==> src/rtl/oled_pkg.sv <==
// Shared types and constants for the OLED power sequencer.
// INIT_ROM is the panel command stream sent before VBAT is enabled.
package oled_pkg;

    typedef enum logic [3:0] {
        S_OFF      = 4'd0,
        S_VDD      = 4'd1,
        S_RES      = 4'd2,
        S_RES_REL  = 4'd3,
        S_INIT     = 4'd4,
        S_VBAT     = 4'd5,
        S_DISP_ON  = 4'd6,
        S_READY    = 4'd7,
        S_DISP_OFF = 4'd8,
        S_VBAT_OFF = 4'd9,
        S_VDD_OFF  = 4'd10
    } state_t;

    localparam logic [7:0] OLED_CMD_DISPLAY_ON  = 8'hAF;
    localparam logic [7:0] OLED_CMD_DISPLAY_OFF = 8'hAE;

    localparam logic [3:0] INIT_LEN = 4'd11;

    localparam logic [7:0] INIT_ROM [INIT_LEN] = '{
        8'hAE, 8'h8D, 8'h14, 8'hD9, 8'hF1, 8'h81,
        8'h0F, 8'hA1, 8'hC8, 8'hDA, 8'h20
    };

    // A wait of N cycles loads N-1; zero is treated as one cycle.
    function automatic logic [31:0] delay_load(input logic [31:0] n);
        return (n == 32'd0) ? 32'd0 : n - 32'd1;
    endfunction

endpackage

==> src/rtl/oled_delay_timer.sv <==
// Single shared down-counter for the sequencer's timed states.
// done is high whenever the count has reached zero.
module oled_delay_timer (
    input  logic        clk,
    input  logic        reset,
    input  logic        load,
    input  logic [31:0] count,
    output logic        done
);

    logic [31:0] cnt_q;
    logic [31:0] cnt_d;

    always_comb begin
        cnt_d = cnt_q;
        if (load) begin
            cnt_d = count;
        end else if (cnt_q != 32'd0) begin
            cnt_d = cnt_q - 32'd1;
        end
    end

    always_ff @(posedge clk or posedge reset) begin
        if (reset) begin
            cnt_q <= '0;
        end else begin
            cnt_q <= cnt_d;
        end
    end

    assign done = (cnt_q == 32'd0);

endmodule

==> src/rtl/oled_power_sequencer.sv <==
// OLED bring-up/shutdown sequencer; shares the SPI byte transmitter
// between host commands (dc=0) and the pixel stream (dc=1).
module oled_power_sequencer
    import oled_pkg::*;
#(
    parameter int unsigned CLK_FREQ    = 20_000_000,
    parameter int unsigned VDD_CYCLES  = CLK_FREQ / 1000,
    parameter int unsigned RES_CYCLES  = CLK_FREQ / 200000,
    parameter int unsigned VBAT_CYCLES = CLK_FREQ / 10
) (
    input  logic       clk,
    input  logic       reset,
    input  logic       start,
    input  logic       stop,
    input  logic       cmd_valid,
    input  logic [7:0] cmd_data,
    output logic       cmd_ready,
    input  logic       pix_valid,
    input  logic [7:0] pix_data,
    output logic       pix_ready,
    output logic       tx_valid,
    output logic [7:0] tx_data,
    output logic       tx_dc,
    input  logic       tx_ready,
    input  logic       tx_idle,
    output logic       oled_vdd,
    output logic       oled_vbat,
    output logic       oled_res,
    output logic       init_done
);

    localparam logic [31:0] VDD_LD  = delay_load(VDD_CYCLES);
    localparam logic [31:0] RES_LD  = delay_load(RES_CYCLES);
    localparam logic [31:0] VBAT_LD = delay_load(VBAT_CYCLES);

    state_t      state_q;
    state_t      state_d;
    logic [3:0]  idx_q;
    logic [3:0]  idx_d;
    logic        gnt_cmd_q;
    logic        gnt_pix_q;
    logic        stop_pend_q;
    logic        stop_pend_d;

    logic        gnt_cmd;
    logic        gnt_pix;
    logic        keep;
    logic        in_ready;
    logic        stop_req;
    logic        stop_take;
    logic        xfer;
    logic [7:0]  rom_byte;

    logic        t_load;
    logic [31:0] t_count;
    logic        t_done;

    oled_delay_timer u_timer (
        .clk   (clk),
        .reset (reset),
        .load  (t_load),
        .count (t_count),
        .done  (t_done)
    );

    assign in_ready = (state_q == S_READY);
    assign stop_req = in_ready & (stop | stop_pend_q);
    assign rom_byte = (idx_q < INIT_LEN) ? INIT_ROM[idx_q] : 8'h00;

    // Owner keeps the grant while it has data or a byte is still shifting.
    assign keep = (gnt_cmd_q & (cmd_valid | ~tx_idle))
                | (gnt_pix_q & (pix_valid | ~tx_idle));

    always_comb begin
        gnt_cmd = 1'b0;
        gnt_pix = 1'b0;
        if (in_ready) begin
            if (keep) begin
                gnt_cmd = gnt_cmd_q;
                gnt_pix = gnt_pix_q;
            end else if (!stop_req) begin
                gnt_cmd = cmd_valid;
                gnt_pix = ~cmd_valid & pix_valid;
            end
        end
    end

    always_comb begin
        tx_valid = 1'b0;
        tx_data  = 8'h00;
        tx_dc    = 1'b0;
        unique case (state_q)
            S_INIT: begin
                tx_valid = (idx_q != INIT_LEN);
                tx_data  = rom_byte;
            end
            S_DISP_ON: begin
                tx_valid = (idx_q == 4'd0);
                tx_data  = OLED_CMD_DISPLAY_ON;
            end
            S_DISP_OFF: begin
                tx_valid = (idx_q == 4'd0);
                tx_data  = OLED_CMD_DISPLAY_OFF;
            end
            S_READY: begin
                tx_valid = (gnt_cmd & cmd_valid) | (gnt_pix & pix_valid);
                tx_data  = gnt_pix ? pix_data : (gnt_cmd ? cmd_data : 8'h00);
                tx_dc    = gnt_pix;
            end
            default: ;
        endcase
    end

    assign xfer      = tx_valid & tx_ready;
    assign stop_take = stop_req & (~tx_valid | tx_ready);

    always_comb begin
        state_d = state_q;
        t_load  = 1'b0;
        t_count = 32'd0;
        unique case (state_q)
            S_OFF: if (start) begin
                state_d = S_VDD;
                t_load  = 1'b1;
                t_count = VDD_LD;
            end
            S_VDD: if (t_done) begin
                state_d = S_RES;
                t_load  = 1'b1;
                t_count = RES_LD;
            end
            S_RES: if (t_done) begin
                state_d = S_RES_REL;
                t_load  = 1'b1;
                t_count = VDD_LD;
            end
            S_RES_REL: if (t_done) state_d = S_INIT;
            S_INIT: if (idx_q == INIT_LEN && tx_idle) begin
                state_d = S_VBAT;
                t_load  = 1'b1;
                t_count = VBAT_LD;
            end
            S_VBAT: if (t_done) state_d = S_DISP_ON;
            S_DISP_ON: if (idx_q != 4'd0 && tx_idle) state_d = S_READY;
            S_READY: if (stop_take) state_d = S_DISP_OFF;
            S_DISP_OFF: if (idx_q != 4'd0 && tx_idle) begin
                state_d = S_VBAT_OFF;
                t_load  = 1'b1;
                t_count = VBAT_LD;
            end
            S_VBAT_OFF: if (t_done) state_d = S_VDD_OFF;
            S_VDD_OFF: state_d = S_OFF;
            default: state_d = S_OFF;
        endcase
    end

    always_comb begin
        idx_d = idx_q;
        if (state_d != state_q) begin
            idx_d = 4'd0;
        end else if (xfer && !in_ready) begin
            idx_d = idx_q + 4'd1;
        end
    end

    assign stop_pend_d = stop_req & ~stop_take;

    always_ff @(posedge clk or posedge reset) begin
        if (reset) begin
            state_q     <= S_OFF;
            idx_q       <= '0;
            gnt_cmd_q   <= 1'b0;
            gnt_pix_q   <= 1'b0;
            stop_pend_q <= 1'b0;
        end else begin
            state_q     <= state_d;
            idx_q       <= idx_d;
            gnt_cmd_q   <= gnt_cmd & ~stop_take;
            gnt_pix_q   <= gnt_pix & ~stop_take;
            stop_pend_q <= stop_pend_d;
        end
    end

    assign cmd_ready = tx_ready & gnt_cmd & in_ready;
    assign pix_ready = tx_ready & gnt_pix & in_ready;
    assign init_done = in_ready;
    assign oled_vdd  = (state_q != S_OFF) && (state_q != S_VDD_OFF);
    assign oled_res  = state_q inside {S_RES_REL, S_INIT, S_VBAT, S_DISP_ON,
                                       S_READY, S_DISP_OFF, S_VBAT_OFF};
    assign oled_vbat = state_q inside {S_VBAT, S_DISP_ON, S_READY, S_DISP_OFF};

endmodule

==> config.mk <==
export PLATFORM = sky130hd
export DESIGN_NAME = oled_power_sequencer
export DESIGN_NICKNAME = d
export VERILOG_FILES = /design/src/rtl/oled_pkg.sv /design/src/rtl/oled_delay_timer.sv /design/src/rtl/oled_power_sequencer.sv
export SDC_FILE = /design/constraint.sdc
export NUM_CORES = 1
export LEC_CHECK = 0
export ABC_AREA = 1
export CELL_PAD_IN_SITES_DETAIL_PLACEMENT = 1
export CELL_PAD_IN_SITES_GLOBAL_PLACEMENT = 1
export CORE_MARGIN = 1.5
export CORE_UTILIZATION = 35
export CTS_CLUSTER_DIAMETER = 120
export DETAILED_ROUTE_END_ITERATION = 10
export PLACE_DENSITY_LB_ADDON = 0.1
export SLEW_MARGIN = 15
export SYNTH_ARGS = -nofsm -noshare
export SYNTH_HDL_FRONTEND = slang
export SYNTH_SLANG_ARGS = --single-unit
==> constraint.sdc <==
create_clock -name clk -period 1.9 [get_ports clk]
set_input_delay 0.285 -clock clk [delete_from_list [all_inputs] [get_ports clk]]
set_output_delay 0.285 -clock clk [all_outputs]
set_load 0.05 [all_outputs]
# --- Yosys cells after proc, flatten, opt, wreduce, memory -nomap -nowiden ---
# Memories as Yosys holds them, arrays and structs flattened.
# Cells that the tools add are included.
classes:
  add_sub_neg: 2
  multipliers: 0
  div: 0
  order_cmp: 2
  eq_ne: 13
  shifts: 0
  muxes: 40
  bitwise_logic: 26
  n_reduce_logical: 17
ops:
  columns: ["operator", "count"]
  rows:
  - ["$pmux W21 S5", 1]
  - ["$mux W32", 2]
  - ["$mux W4", 12]
  - ["$mux W21", 2]
  - ["$mux W8", 5]
  - ["$pmux W4 S10", 1]
  - ["$logic_not A32 Y1", 1]
  - ["$pmux W8 S4", 1]
  - ["$reduce_bool A32 Y1", 1]
  - ["$sub A32 B1 Y32 const B", 1]
  - ["$mux W15", 2]
  - ["$eq A4 B3 Y1 const B", 4]
  - ["$and A1 B1 Y1", 15]
  - ["$eq A4 B4 Y1 const B", 3]
  - ["$reduce_bool A4 Y1", 3]
  - ["$mux W1", 11]
  - ["$eq A4 B2 Y1 const B", 2]
  - ["$logic_not A4 Y1", 2]
  - ["$ne A4 B4 Y1 const B", 2]
  - ["$mux W7", 1]
  - ["$reduce_bool A7 Y1", 1]
  - ["$or A1 B1 Y1", 6]
  - ["$ge A5 B5 Y1 const B", 1]
  - ["$not A4 Y5", 1]
  - ["11 further kinds", 19]
totals:
  register_bits: 43
  latch_bits: 0
  ramBits: 0
  rom_bits: 128
  input_bits: 24
  out_inout_bits: 16
  elab_cells: 107
  memories: 1
memory_table:
  columns: ["memory", "depth", "word_bits", "rd", "rd_ports_with_merged_regs", "wr", "line", "rtl"]
  rows:
  - ["(no name shown)", 16, 8, 1, 0, 0, "oled_power_sequencer.sv:68", "assign rom_byte = (idx_q < INIT_LEN) ? INIT_ROM[idx_q] : 8'h00;"]

# --- Longest topological paths before layout ---
# Gate-level depths: netlist of run 1.
logic_depth:
  ltp_word: 16
  mapped_depth: 15
  mapped_depth_nobuf: 15

# --- Cells and area by module ---
# Synthesis of run 1 repeated with hierarchy kept, for this count alone.
unflattened:
  hier_cells: 546
  hier_area_um2: 3533.4
by_module_without_submodules:
  columns: ["module", "n_inst", "cells_per_inst", "area_per_inst_um2", "seq_area_each_um2"]
  rows:
  - ["oled_delay_timer", 1, 343, 2260.9, 800.8]
  - ["oled_power_sequencer", 1, 203, 1272.5, 275.3]

# --- Worst setup path after synthesis of run 1 ---
# OpenSTA, ideal clock, no wires.
synth_timing:
  kind: "register -> output"
  start: "register idx_q[1] (netlist name)"
  end: "output port oled_res"
  arrival_time_ps: 2104
  t_required_ps: 1615
  slack_ps: -489
  path_stages_with_launch: 12
  n_path_buf: 0
  path_cell_list: "dfrtp_1 ha_1 nand2_1 nor2_1 nor2_1 nor2_2 nand3_2 nand2_2 nand2_2 o21ai_0 o22ai_1 inv_1"
synth_lines:
  columns: ["element", "line", "rtl"]
  rows:
  - ["end: declaration", "oled_power_sequencer.sv:28", "output logic oled_res,"]

# --- Worst setup path in the final report of run 1 ---
layout_timing:
  start: "register state_q[1]"
  end: "output port tx_data[3]"
layout_between:
  elab_chain_cells: 8
  elab_cells_between_ends: 14
  classes_between: "4 x eq/ne; 9 x mux; 1 x bitwise"
layout_lines:
  columns: ["element", "line", "rtl"]
  rows:
  - ["start: declaration", "oled_power_sequencer.sv:36", "state_t state_q;"]
  - ["start signal: assignment", "oled_power_sequencer.sv:176", "state_q <= state_d;"]
  - ["$eq A4 B3 Y1", "oled_power_sequencer.sv:66, oled_power_sequencer.sv:92", null]
  - ["$and A1 B1 Y1", "oled_power_sequencer.sv:67", "assign stop_req = in_ready & (stop | stop_pend_q);"]
  - ["$mux W1", "oled_power_sequencer.sv:81", "end else if (!stop_req) begin"]
  - ["$mux W1", "oled_power_sequencer.sv:78", "if (keep) begin"]
  - ["$mux W1", "oled_power_sequencer.sv:77", "if (in_ready) begin"]
  - ["$mux W8 (2 in series)", "oled_power_sequencer.sv:107", "tx_data = gnt_pix ? pix_data : (gnt_cmd ? cmd_data : 8'h00);"]
  - ["$pmux W8 S4 *", "oled_power_sequencer.sv:92", "unique case (state_q)"]
  - ["end: declaration", "oled_power_sequencer.sv:22", "output logic [7:0] tx_data,"]
# Every way passes the cells marked *; elsewhere a longest branch is shown, timed or not.

==> impl_metrics.csv, run 1 <==
group,metric,value,unit
finish,syn_to_final_growth,81.77,%
sta,relSlewSlack,0.6365,
worst_setup_path,arrival,2100,ps
finish,register_area,1082,um2
yosys,synth_area_leaders,"dfrtp_1, nor2_1, nand2_1, inv_1, xor2_1",
yosys,synth_edf_count,0,
routing,drc,0,
sta,fin_skew,16.82,ps
finish,layout.cells.non_filler,717,
sta,tightest_slew,544.7,ps
clocking,cts.clk_slew.worst_paths,100,ps
grt,antenna_found_initial,0,
clocking,cts_tree,"yes",
sta,period_minus_slack,2388,ps
finish,multi_input_comb_area,2495,um2
sta,finalSetupViolCount,50,
worst_setup_path,worstPathMaxFanout,5,
run_status,status,"finished with violations",
yosys,yosys_warnings,0,
sta,fmax,0.4187,GHz
routing,wl_met2,8192,um
placed_design,place_hpwl,8187,um
floorplanning,dieWidth,98.09,um
grt,grt_pass1_vias,3993,
clocking,root_buffer,"clkbuf_8",
floorplanning,start_util,0.3628,
yosys,synth_area,3164,um2
yosys,synth-seq-cells,43,
floorplanning,rows,34,
routing,wire_per_inst,22.26,um
routing,first_iter_violations,173,
yosys,ys_types,39,
placed_design,portBuffers,39,
routing,routed-via-count,3845,
clocking,cts_buffer_depth,2,
worst_setup_path,critical_path_required,1620,ps
clocking,clock_latency,310,ps
pwr,peakVddDrop,328.8,uV
sta,hold_viol_final,0,
worst_setup_path,critical_path_class,"reg2out",
floorplanning,die_y,98.09,um
yosys,synth_nets,463,
placed_design,pre_cts_ws,-357.1,ps
routing,ant_nets,0,
finish,final_cell_mix,"buf_4, nor2_1, nand2_1",
floorplanning,io-pin-count,40,
flow_run,cap_violations,0,
floorplanning,coreArea,8721,um2
routing,highest_layer,"met4",
placed_design,finalWeightedCongestion,0.9015,
yosys,avgSynthCellArea,7.325,um2
worst_setup_path,cp-end-kind,"primary output",
sta,worst_slack,-488.2,ps
routing,wl_met3,633,um
clocking,clock_sinks,43,
finish,diodes,0,
yosys,synth-async-reset-ratio,1.000,
routing,wl_met1,6543,um
pwr,cellPowerDensity,530.9,nW/um2
sta,period_share,1.257,
sta,slew_viol_final,0,
routing,drt_wl_total,15960,um
finish,fillers,989,
routing,vias_per_cell,5.363,
hold_path,hp-class,"in2async",
grt,track_usage,0.2589,
grt,grt_pass1_wl,20020,um
yosys,seq_area_frac_synth,0.3401,
grt,grt_max_degree,44,
finish,fin_util,0.6595,
yosys,synth_ff_type,"dfrtp_1",
clocking,ctsHtreeMaxLevel,2,
yosys,synth_top_cell_by_area,"dfrtp_1",
finish,layout_commonest_cell,"buf_4",
routing,drtPass1Iterations,4,
clocking,cts_inserted_buffers,5,
worst_setup_path,r2r_slack,-250,ps
floorplanning,die_area,9621,um2
pwr,leakage,2.685,nW
worst_setup_path,cp-start-kind,"register",
pwr,power,3.053,mW
grt,overflow,0,
finish,drive_gt1_frac,0.5386,
yosys,synthCells,432,
run_status,violations,"negative setup slack",
yosys,synth_top_area_frac,0.3401,
clocking,cts-hold-fix-buffers,0,
finish,fin_nets,639,
placed_design,dp.cells,661,
sta,rsz0062_at_grt,"yes",
[path summary, 6_finish.rpt]
| path | from | end | cells past startpoint |
|---|---|---|---|
| hold / removal | reset | stop_pend_q | 3 |
| setup reg to reg | u_timer.cnt_q[6] | u_timer.cnt_q[17] | 10 |
| hold reg to reg | u_timer.cnt_q[1] | u_timer.cnt_q[1] | 2 |
| min in group clk | pix_valid | stop_pend_q | 6 |
| setup / recovery | state_q[1] | tx_data[3] | 9 |
| max in group asynchronous | reset | idx_q[0] | 3 |
[worst max-delay path, cell delays in order (launching register included)]
cell,delay [ps]
dfrtp_2,480
inv_2,110
nand2_4,80
inv_4,60
nand2_4,70
a211oi_4,330
nand2_2,140
buf_6,150
o2111ai_4,190
buf_6,190
[metal layers]
metal,global-route usage,vias up
met3,0.03508,53
met4,0.04286,0
li1,-,1747
met5,0,-
met2,0.4700,117
met1,0.3317,1928
[cell families (layout without fill, tap and decap cells)]
logic type	after synthesis	in the layout	synth area share
and+or+nand+nor	234	234	0.3725
buffers and inverters	68	245	0.08739
AOI/OAI and AO/OA	55	55	0.1032
DFF	43	43	0.3401
xor gates and xnor gates	25	25	0.06920
adders and majority gates	7	7	0.02768
[cell usage after synthesis (2+ instances only)]
master	instances
xnor2_1	4
a211oi_1	2
nand2_2	13
ha_1	7
clkinv_1	2
o21ai_1	2
nor2_4	8
buf_6	2
inv_1	53
inv_2	8
nor3_1	12
nor2_1	72
nor2_2	15
a21oi_1	25
nand4_1	7
o21ai_0	12
nand3_2	5
o2111ai_1	4
a31oi_1	2
nor4_1	2
nand3_1	31
xor2_1	21
o211ai_1	4
nand2_1	62
dfrtp_1	43
[timing repair]
action                                  4_1_cts  5_1_grt
pin swaps                                    27       37
resized for setup                            92       87
gates cloned                                  2        1
buffers inserted                             23       23
endpoints found under the hold margin         0        0
endpoints found under the setup margin       50       54
[through the flow]
stage	hold slack, ps	cell area, um2	setup TNS (ps)
final	319.4	5752	-10830
after global routing	343.8	5752	-14450
after CTS	342.2	5214	-3668
after detailed placement	507.1	4586	-8044
after global placement	484.2	4586	-3670
after floorplan	465.2	3311	-2007
[layout make-up]
| cell class | instances | share of cell area |
|---|---|---|
| sequential | 43 | 0.1882 |
| multi-input combinational | 321 | 0.4338 |
| inverter | 64 | 0.04633 |
| clock buffer | 7 | 0.01675 |
| timing repair inverter | 1 | 0.001958 |
| clock inverter | 1 | 0.001305 |
| timing repair buffer | 172 | 0.2882 |
| tap | 108 | 0.02349 |
[power by group]
part	switching, mW	internal (mW)	leakage, nW	total (mW)
logic	0.648	0.528	2.08	1.18
registers	0.137	1.03	0.556	1.17
clock network	0.380	0.332	0.0505	0.712
total	1.16	1.89	2.69	3.05
[sequential cells by signal (all words and copies together) (netlist names)]
name	flops
state_q	4
gnt_cmd_q	1
stop_pend_q	1
gnt_pix_q	1
idx_q	4
u_timer.cnt_q	32
Note: power is estimated with default switching activity, not from simulation.
==> run 2, diff against run 1 <==
- CORE_ASPECT_RATIO: not set -> 0.75
==> impl_metrics.csv, run 2 (synthesis results as in run 1) <==
group,metric,value,unit
floorplanning,dieWidth,112.8,um
grt,grt_pass1_wl,19300,um
finish,final_cell_mix,"buf_4, nor2_1, inv_1, nand2_1, dfrtp_1",
worst_setup_path,max_stage_delay,430,ps
clocking,clock_sinks,43,
grt,track_usage,0.2559,
clocking,cts.clk_slew.worst_paths,70,ps
finish,drive_gt1_frac,0.5824,
floorplanning,start_util,0.3680,
clocking,cts_tree,"yes",
worst_setup_path,crit_end,"tx_data[6]",
worst_setup_path,worstPathMaxFanout,4,
clocking,root_buffer,"clkbuf_16",
worst_setup_path,cp-end-kind,"primary output",
grt,grt_max_degree,44,
worst_setup_path,crit_path_frequent_cell,"nand2_4",
flow_run,cap_violations,0,
worst_setup_path,startpoint,"state_q[0]",
clocking,clock_latency,300,ps
grt,antenna_found_initial,0,
sta,fmax,0.4140,GHz
grt,grt_pass1_vias,3814,
worst_setup_path,critical_path_class,"reg2out",
placed_design,place_hpwl,8558,um
grt,overflow,0,
floorplanning,die_y,85.35,um
worst_setup_path,r2r_slack,-250,ps
worst_setup_path,slowest_stage,"dfrtp_1",
clocking,cts-hold-fix-buffers,0,
routing,wl_met1,7207,um
placed_design,finalWeightedCongestion,0.8893,
floorplanning,die_area,9626,um2
routing,highest_layer,"met4",
finish,multi_input_comb_area,2649,um2
finish,layout.cells.non_filler,709,
sta,hold_viol_final,0,
routing,drtPass1Iterations,5,
clocking,ctsHtreeMaxLevel,2,
routing,routed-via-count,3970,
finish,syn_to_final_growth,88.97,%
finish,fillers,929,
sta,period_minus_slack,2415,ps
routing,wl_met3,900,um
run_status,violations,"negative setup slack",
finish,diodes,0,
routing,first_iter_violations,332,
clocking,cts_buffer_depth,2,
sta,rsz0062_at_grt,"yes",
finish,layout_commonest_cell,"buf_4",
clocking,cts_inserted_buffers,5,
pwr,cellPowerDensity,604.0,nW/um2
worst_setup_path,arrival,2130,ps
sta,fin_hold_ws,339.9,ps
routing,drc,0,
sta,worst_slack,-515.4,ps
hold_path,hp-class,"in2async",
finish,regMostFlops,"u_timer.cnt_q",
worst_setup_path,cp-start-kind,"register",
worst_setup_path,cp_cell_sequence,"inv_2, nand2_4, inv_4, nand2_4, a211oi_4, nand2_2, o211ai_1, clkbuf_16",
sta,finalSetupViolCount,51,
sta,relSlewSlack,0.5614,
placed_design,dp.cells,654,
finish,register_area,1085,um2
floorplanning,rows,29,
worst_setup_path,worst_r2r_path_depth,12,
pwr,leakage,2.741,nW
routing,vias_per_cell,5.599,
floorplanning,coreArea,8600,um2
finish,largest_reg_flops,32,
routing,wl_met2,8731,um
worst_setup_path,critical_path_required,1620,ps
finish,largestRegisters,"u_timer.cnt_q: 32 flops, idx_q: 4 flops, state_q: 4 flops",
floorplanning,io-pin-count,40,
routing,drt_wl_total,17340,um
routing,ant_nets,0,
sta,slew_viol_final,0,
placed_design,portBuffers,39,
pwr,peakVddDrop,679.4,uV
run_status,status,"finished with violations",
sta,tightest_slew,655.4,ps
sta,fin_skew,9.587,ps
finish,fin_nets,631,
routing,wire_per_inst,24.45,um
worst_setup_path,reg2reg_from,"u_timer.cnt_q[0]",
worst_setup_path,reg2reg_to,"u_timer.cnt_q[14]",
sta,period_share,1.271,
## run 2: cell count changes in the layout (fill, tap and decap cells not counted), moves of 7 or more
| cell | previous run | this run |
|---|---|---|
| buf_4 | 114 | 100 |
| a21oi_1 | 20 | 8 |
| a21oi_2 | 5 | 14 |
| nor2_4 | 25 | 33 |
| clkbuf_8 | 7 | 0 |
| nor2_1 | 46 | 39 |
## run 2: area by class of cell
type | count | area share
timing repair inverter | 1 | 0.002720
inverter | 64 | 0.04331
tap | 108 | 0.02260
timing repair buffer | 164 | 0.2754
sequential | 43 | 0.1814
clock inverter | 2 | 0.01004
multi-input combinational | 321 | 0.4430
clock buffer | 6 | 0.02155
## run 2: where the power goes
part | switching [mW] | total, mW | internal [mW] | leakage, nW
logic | 0.720 | 1.28 | 0.556 | 2.10
clock network | 0.403 | 1.16 | 0.755 | 0.0911
registers | 0.149 | 1.18 | 1.03 | 0.553
total | 1.27 | 3.61 | 2.34 | 2.74
## run 2: through the flow
stage	cell area, um2	setup TNS (ps)	total power [mW]	worst slack [ps]	utilization
finish	5979	-10820	3.612	-515.4	0.6953
global route	5979	-14950	3.723	-608.0	0.6953
CTS	5130	-3661	3.158	-378.0	0.5965
detailed placement	4546	-8509	1.916	-481.8	0.5286
global placement	4546	-3720	1.872	-255.2	0.5286
floorplan	3311	-2007	1.585	-314.4	-
## run 2: how the worst min path moves through the flow
stage	slack (ps)	cells past startpoint	endpoint	from
after floorplan	470	2	u_timer.cnt_q[0]	u_timer.cnt_q[0]
after global placement	490	2	u_timer.cnt_q[0]	u_timer.cnt_q[0]
after detailed placement	500	2	u_timer.cnt_q[0]	u_timer.cnt_q[0]
after CTS	360	3	u_timer.cnt_q[19]	reset
after global routing	390	3	u_timer.cnt_q[26]	reset
final	340	3	u_timer.cnt_q[26]	reset
## run 2: routing by layer
layer  global-route usage  vias up
met3              0.04143       42
met2               0.4374      157
met4              0.05063        0
met1               0.3450     2033
met5                    0        -
li1                     -     1738
## run 2: what timing repair did
action,in CTS,in global routing
resized for setup,70,150
cloned,1,2
setup buffers,20,30
endpoints found under the setup margin,49,50
pin swaps,31,51
## run 2: worst max-delay path: cells and delay by family (launching register included)
kind / cells / cell delay, ps
flip-flops: 1 / 430
buffers and inverters: 3 / 450
AND/OR/NAND/NOR: 3 / 320
AO/OA/AOI/OAI: 2 / 600
